## src/rtl/bsg_channel_remap_seq.sv

```systemverilog
// Runtime-programmable channel permutation between the IO channels and the guts,
// with drain-before-remap and staggered per-channel enable bring-up.
module bsg_channel_remap_seq #(
  parameter int channels_p = 4,
  parameter int width_p = 8,
  parameter int settle_cycles_p = 16,
  parameter logic [channels_p-1:0] enabled_at_start_vec_p = '1,
  localparam int lg_c = $clog2(channels_p)
) (
  input  logic                          clk_i,
  input  logic                          reset_n_i,
  input  logic                          cfg_v_i,
  output logic                          cfg_ready_o,
  input  logic [channels_p*lg_c-1:0]    cfg_map_i,
  input  logic [channels_p-1:0]         cfg_en_i,
  input  logic [channels_p-1:0]         in_v_i,
  input  logic [channels_p*width_p-1:0] in_data_i,
  output logic [channels_p-1:0]         out_v_o,
  output logic [channels_p*width_p-1:0] out_data_o,
  output logic [channels_p-1:0]         chan_en_o,
  output logic                          busy_o,
  output logic                          err_o
);

  localparam int cnt_w = $clog2(settle_cycles_p+1);

  localparam logic [1:0] StIdle    = 2'd0;
  localparam logic [1:0] StDrain   = 2'd1;
  localparam logic [1:0] StBringup = 2'd2;

  function automatic logic [channels_p*lg_c-1:0] identity_map();
    logic [channels_p*lg_c-1:0] m;
    m = '0;
    for (int k = 0; k < channels_p; k++) m[k*lg_c +: lg_c] = lg_c'(k);
    return m;
  endfunction

  logic [1:0]                   state_q, state_d;
  logic [cnt_w-1:0]             cnt_q, cnt_d;
  logic [channels_p*lg_c-1:0]   map_q, map_d, pend_map_q, pend_map_d;
  logic [channels_p-1:0]        target_q, target_d, pend_en_q, pend_en_d;
  logic [channels_p-1:0]        en_q, en_d;
  logic                         err_q, err_d;
  logic                         ready_q;
  logic [channels_p-1:0]        out_v_q, out_v_d;
  logic [channels_p*width_p-1:0] out_data_q, out_data_d;

  logic [channels_p-1:0] seen;
  logic [channels_p-1:0] pending;
  logic [channels_p-1:0] next_bit;
  logic                  map_ok;
  logic                  cnt_last;

  // channels_p fields covering all channels_p values can only be a permutation
  always_comb begin
    seen = '0;
    for (int k = 0; k < channels_p; k++) begin
      for (int j = 0; j < channels_p; j++) begin
        if (cfg_map_i[k*lg_c +: lg_c] == lg_c'(j)) seen[j] = 1'b1;
      end
    end
    map_ok = &seen;
  end

  assign pending  = target_q & ~en_q;
  assign next_bit = pending & (~pending + channels_p'(1));
  assign cnt_last = (cnt_q == cnt_w'(settle_cycles_p - 1));

  always_comb begin
    state_d    = state_q;
    cnt_d      = cnt_q;
    map_d      = map_q;
    target_d   = target_q;
    pend_map_d = pend_map_q;
    pend_en_d  = pend_en_q;
    en_d       = en_q;
    err_d      = err_q;
    case (state_q)
      StIdle: begin
        if (cfg_v_i) begin
          if (map_ok) begin
            err_d      = 1'b0;
            pend_map_d = cfg_map_i;
            pend_en_d  = cfg_en_i;
            en_d       = '0;
            cnt_d      = '0;
            state_d    = StDrain;
          end else begin
            err_d = 1'b1;
          end
        end
      end
      StDrain: begin
        if (cnt_last) begin
          map_d    = pend_map_q;
          target_d = pend_en_q;
          cnt_d    = '0;
          state_d  = StBringup;
        end else begin
          cnt_d = cnt_q + cnt_w'(1);
        end
      end
      StBringup: begin
        if (pending == '0) begin
          cnt_d   = '0;
          state_d = StIdle;
        end else if (cnt_last) begin
          en_d  = en_q | next_bit;
          cnt_d = '0;
        end else begin
          cnt_d = cnt_q + cnt_w'(1);
        end
      end
      default: begin
        cnt_d   = '0;
        state_d = StIdle;
      end
    endcase
  end

  // Output k takes the input its map field selects, gated by its own enable
  always_comb begin
    out_v_d    = '0;
    out_data_d = '0;
    for (int k = 0; k < channels_p; k++) begin
      for (int j = 0; j < channels_p; j++) begin
        if ((map_q[k*lg_c +: lg_c] == lg_c'(j)) && in_v_i[j] && en_q[k]) begin
          out_v_d[k]                       = 1'b1;
          out_data_d[k*width_p +: width_p] = in_data_i[j*width_p +: width_p];
        end
      end
    end
  end

  always_ff @(posedge clk_i) begin
    if (!reset_n_i) begin
      state_q    <= StBringup;
      cnt_q      <= '0;
      map_q      <= identity_map();
      target_q   <= enabled_at_start_vec_p;
      pend_map_q <= identity_map();
      pend_en_q  <= '0;
      en_q       <= '0;
      err_q      <= 1'b0;
      ready_q    <= 1'b0;
      out_v_q    <= '0;
      out_data_q <= '0;
    end else begin
      state_q    <= state_d;
      cnt_q      <= cnt_d;
      map_q      <= map_d;
      target_q   <= target_d;
      pend_map_q <= pend_map_d;
      pend_en_q  <= pend_en_d;
      en_q       <= en_d;
      err_q      <= err_d;
      ready_q    <= (state_d == StIdle);
      out_v_q    <= out_v_d;
      out_data_q <= out_data_d;
    end
  end

  assign cfg_ready_o = ready_q;
  assign busy_o      = ~ready_q;
  assign chan_en_o   = en_q;
  assign err_o       = err_q;
  assign out_v_o     = out_v_q;
  assign out_data_o  = out_data_q;

endmodule

```

## config.mk

```make
export PLATFORM = sky130hd
export DESIGN_NAME = bsg_channel_remap_seq
export DESIGN_NICKNAME = d
export VERILOG_FILES = /design/src/rtl/bsg_channel_remap_seq.sv
export SDC_FILE = /design/constraint.sdc
export NUM_CORES = 1
export LEC_CHECK = 0
export CORE_MARGIN = 2
export CORE_UTILIZATION = 30
export DETAILED_ROUTE_END_ITERATION = 7
export SKIP_LAST_GASP = 1
export SLEW_MARGIN = 20
export SYNTH_ARGS = -nofsm -noshare
export SYNTH_HDL_FRONTEND = slang
export SYNTH_SLANG_ARGS = --single-unit
```

## constraint.sdc

```tcl
create_clock -name clk_i -period 2.18 [get_ports clk_i]
set_clock_uncertainty 0.15 [all_clocks]
set_input_delay 0.654 -clock clk_i [delete_from_list [all_inputs] [get_ports clk_i]]
set_output_delay 0.654 -clock clk_i [all_outputs]
set_load 0.005 [all_outputs]
```

==> out/metrics.csv <==
stage;metric;value;unit
clocking;clk_lat worst skew;0.33;ns
pwr;power density cells;648;nW/µm²
routing;wire length on met1;4890;µm
routing;initial drt markers;180;
synth;Yosys reg bits;73;
global_route;gr ovfl total;0;
routing;WL met3;792;µm
clocking;cts-stage hold buffer count;0;
worst_setup_path;Crit Path Class;flop to output port;
cells_and_area;share of cells above drive strength 1;15.6;%
pwr;Internal Power;2.63;mW
synth;Avg Inst Size Synth;8.78;µm²
placed_design;HPWL after DPL;8090;µm
worst_setup_path;CP peak stage delay;0.51;ns
timing;relative slew slack;66.7;%
worst_setup_path;Critical-path top delay cell;clkdlybuf4s50_1;
die;DIE AREA;12300;µm²
routing;DRT Wirelength;11300;µm
global_route;global-route wire length before repair;18500;µm
timing;fmax;472;MHz
die;Rows;38;
cells_and_area;Net count, final;559;
routing;Routed Antenna Nets;0;
pwr;Sequential Power Share;40.3;%
pwr;Peak VDD IR;0.000423;V
worst_setup_path;Worst Path Arrival;1.32;ns
timing;post-route clock period utilization;97.3;%
worst_hold_path;Hold Path Class;flop to flop;
synth;yosys warns;0;
clocking;TritonCTS clock tree;built;
die;Ports;94;
pwr;Leakage;1.88;nW
pwr;clock power share;51.3;%
routing;WL/cell;17.4;µm
timing;Final Max Tran Viols;0;
timing;Worst Tran Pin Value;0.499;ns
timing;Final TNS setup;0;ns
synth;XOR/XNOR share of the synthesized area;0;%
synth;Synth Instances;389;
routing;uppermost layer routed;met4;
synth;post-synthesis compound-gate area fraction;30.0;%
clocking;clock buffer count from CTS;9;
routing;WL met2;5440;µm
worst_setup_path;CP required;1.38;ns
pwr;Switching Share;21.1;%
timing;Final min period;2.12;ns
synth;main combinational cell family by area after synthesis;compound AO/OA/AOI/OAI gates;
global_route;vias in the first global route;3490;
cells_and_area;commonest non-fill, non-tap cell in the layout;clkdlybuf4s50_1;
timing;RSZ-0062 raised after global routing;false;
synth;Post-synth EDFFs;0;
placed_design;IO buf count;93;
clocking;clk root buf;clkbuf_16;
timing;Hold Vio Cnt, Final;0;
synth;FFs w/ async S/R, synth;0;%
cells_and_area;most frequent cells in the layout;84 x clkdlybuf4s50_1, 71 x dfxtp_1, 53 x a22oi_1;
routing;# DRC;0;
worst_setup_path;FF-to-FF path depth;5;
worst_setup_path;nature of the critical path endpoint;output port;
global_route;all-layer global routing usage;18.5;%
global_route;initial antenna violation count;0;
synth;multiplexer share of the synthesized area;1.76;%
pwr;post-layout power;3.33;mW
synth;Adder-Cell Fraction of Synth Area;1.83;%
worst_hold_path;hold path cells;2;
cells_and_area;antenna cell count;0;
cells_and_area;Layout area overhead;50.5;%
routing;drt pass-1 iters;5;
synth;sequential area share after synthesis;42.8;%
clocking;TritonCTS Sinks;73;
synth;ys flop type;dfxtp_1;
pwr;P_sw;0.702;mW
outcome;status;finished clean;
job;max-cap viol count;0;
global_route;largest net degree at the start of global routing;23;
die;Initial Utilization;31.1;%
clocking;CTS Buffer Depth;2;
routing;DR vias;3532;
die;Die H;111;µm
synth;Mapped Nets;445;
synth;Post-Synth Simple-Gate Area;19.1;%
routing;vias per std cell;5.45;
synth;Post-Syn Area;3420;µm²
synth;Distinct cells, synth;50;
clocking;H-tree depth;3;
worst_setup_path;startpoint class of the critical path;flop;
cells_and_area;Fill cells;1048;
pwr;Logic pwr share;8.4;%
worst_setup_path;CP cell instances;buf_4 -> clkdlybuf4s50_1;
clocking;Clock Pin Slew Worst Setup and Hold Paths;0.06;ns
die;Core Area;11000;µm²
worst_setup_path;Critical Path Fanout Max;6;
placed_design;Final Wtd Congestion;0.883;
die;Die Wd;111;µm
timing;final setup vio count;0;
worst max-delay path: cells and delay by family (launching register included):
kind     cells  cell delay (ns)
buf+inv      2             0.66
flops        1             0.33
through the flow:
step,instance area (µm²),utilization (%),hold slack (ns),cells,setup slack [ns]
2_1_floorplan,3450,-,0.258,389,-0.0181
3_3_place_gp,4720,43.0,0.267,629,-0.862
3_5_place_dp,4720,43.0,0.270,629,-0.932
4_1_cts,5140,46.8,0.278,645,0.00324
5_1_grt,5140,46.8,0.292,648,0.00987
6_report,5140,46.8,0.277,648,0.0596
cells in the mapped netlist (3+ instances only):
library cell,n,area share [%]
and4b_1,6,1.8
o21ai_0,7,1.0
a22oi_1,53,12
clkbuf_1,22,2.4
nand2b_1,5,0.92
o21a_1,3,0.66
and2_1,8,1.5
ha_1,5,1.8
nor3_1,3,0.44
a31oi_1,3,0.55
dfxtp_1,73,43
nand3_1,26,3.8
nor2_1,11,1.2
a22o_1,3,0.77
nor2b_1,12,2.2
a311oi_1,4,1.0
nand2_1,31,3.4
mux2i_1,6,1.8
inv_1,7,0.77
and4_1,3,0.77
o21ai_1,15,2.2
buf_1,3,0.33
a21oi_1,44,6.4
layer usage:
metal | global-route usage [%] | vias to the layer above
li1 | - | 1701
met2 | 30.3 | 160
met1 | 23.3 | 1654
met4 | 7.83 | 0
met3 | 4.32 | 17
met5 | 0 | -
what timing repair did:
item,4_1_cts,5_1_grt
cloned,0,0
pin swaps,5,3
setup buffers,0,3
gates resized for setup,40,13
setup endpoints to repair,25,22
worst paths after layout:
kind | from | slack, ns | end
worst min-delay path | cnt_q[4] | 0.28 | cnt_q[4]
worst max register to register | cnt_q[0] | 0.18 | chan_en_o[2]
worst min register to register | cnt_q[4] | 0.28 | cnt_q[4]
worst max-delay path | chan_en_o[0] | 0.06 | chan_en_o[0]
cell families (layout without fill, tap and decap cells):
kind of cell | Yosys count | after routing
AO/OA/AOI/OAI | 151 | 151
adder cells (fa/ha/maj) | 5 | 5
flip-flops | 73 | 73
buffers and inverters | 36 | 155
AND/OR/NAND/NOR | 118 | 118
multiplexers | 6 | 6
cell type report:
| type | instances | area, µm² | share of cell area (%) |
|---|---|---|---|
| clock buffer | 11 | 243 | 4.72 |
| clock inverter | 5 | 103 | 2.00 |
| inverter | 8 | 37.5 | 0.730 |
| multi-input combinational | 280 | 1900 | 37.0 |
| sequential | 73 | 1460 | 28.5 |
| tap | 140 | 175 | 3.41 |
| timing repair buffer | 131 | 1220 | 23.7 |
power groups by stage:
stage	Clock, mW	Combinational (mW)	Sequential [mW]
4_1_cts	1.73	0.273	1.34
6_report	1.71	0.281	1.34
5_1_grt	1.79	0.299	1.34
3_3_place_gp	0	0.250	1.37
3_5_place_dp	0	0.252	1.37
2_1_floorplan	0	0.0767	1.37
registers in the layout, indices dropped and copies added, names as in the netlist:
signal,cells
pend_map_q,8
pend_en_q,4
out_v_o,4
out_data_o,32
err_o,1
state_q,2
cfg_ready_o,1
cnt_q,5
chan_en_o,4
target_q,4
map_q,8
Note: power is estimated with default switching activity, not from simulation.
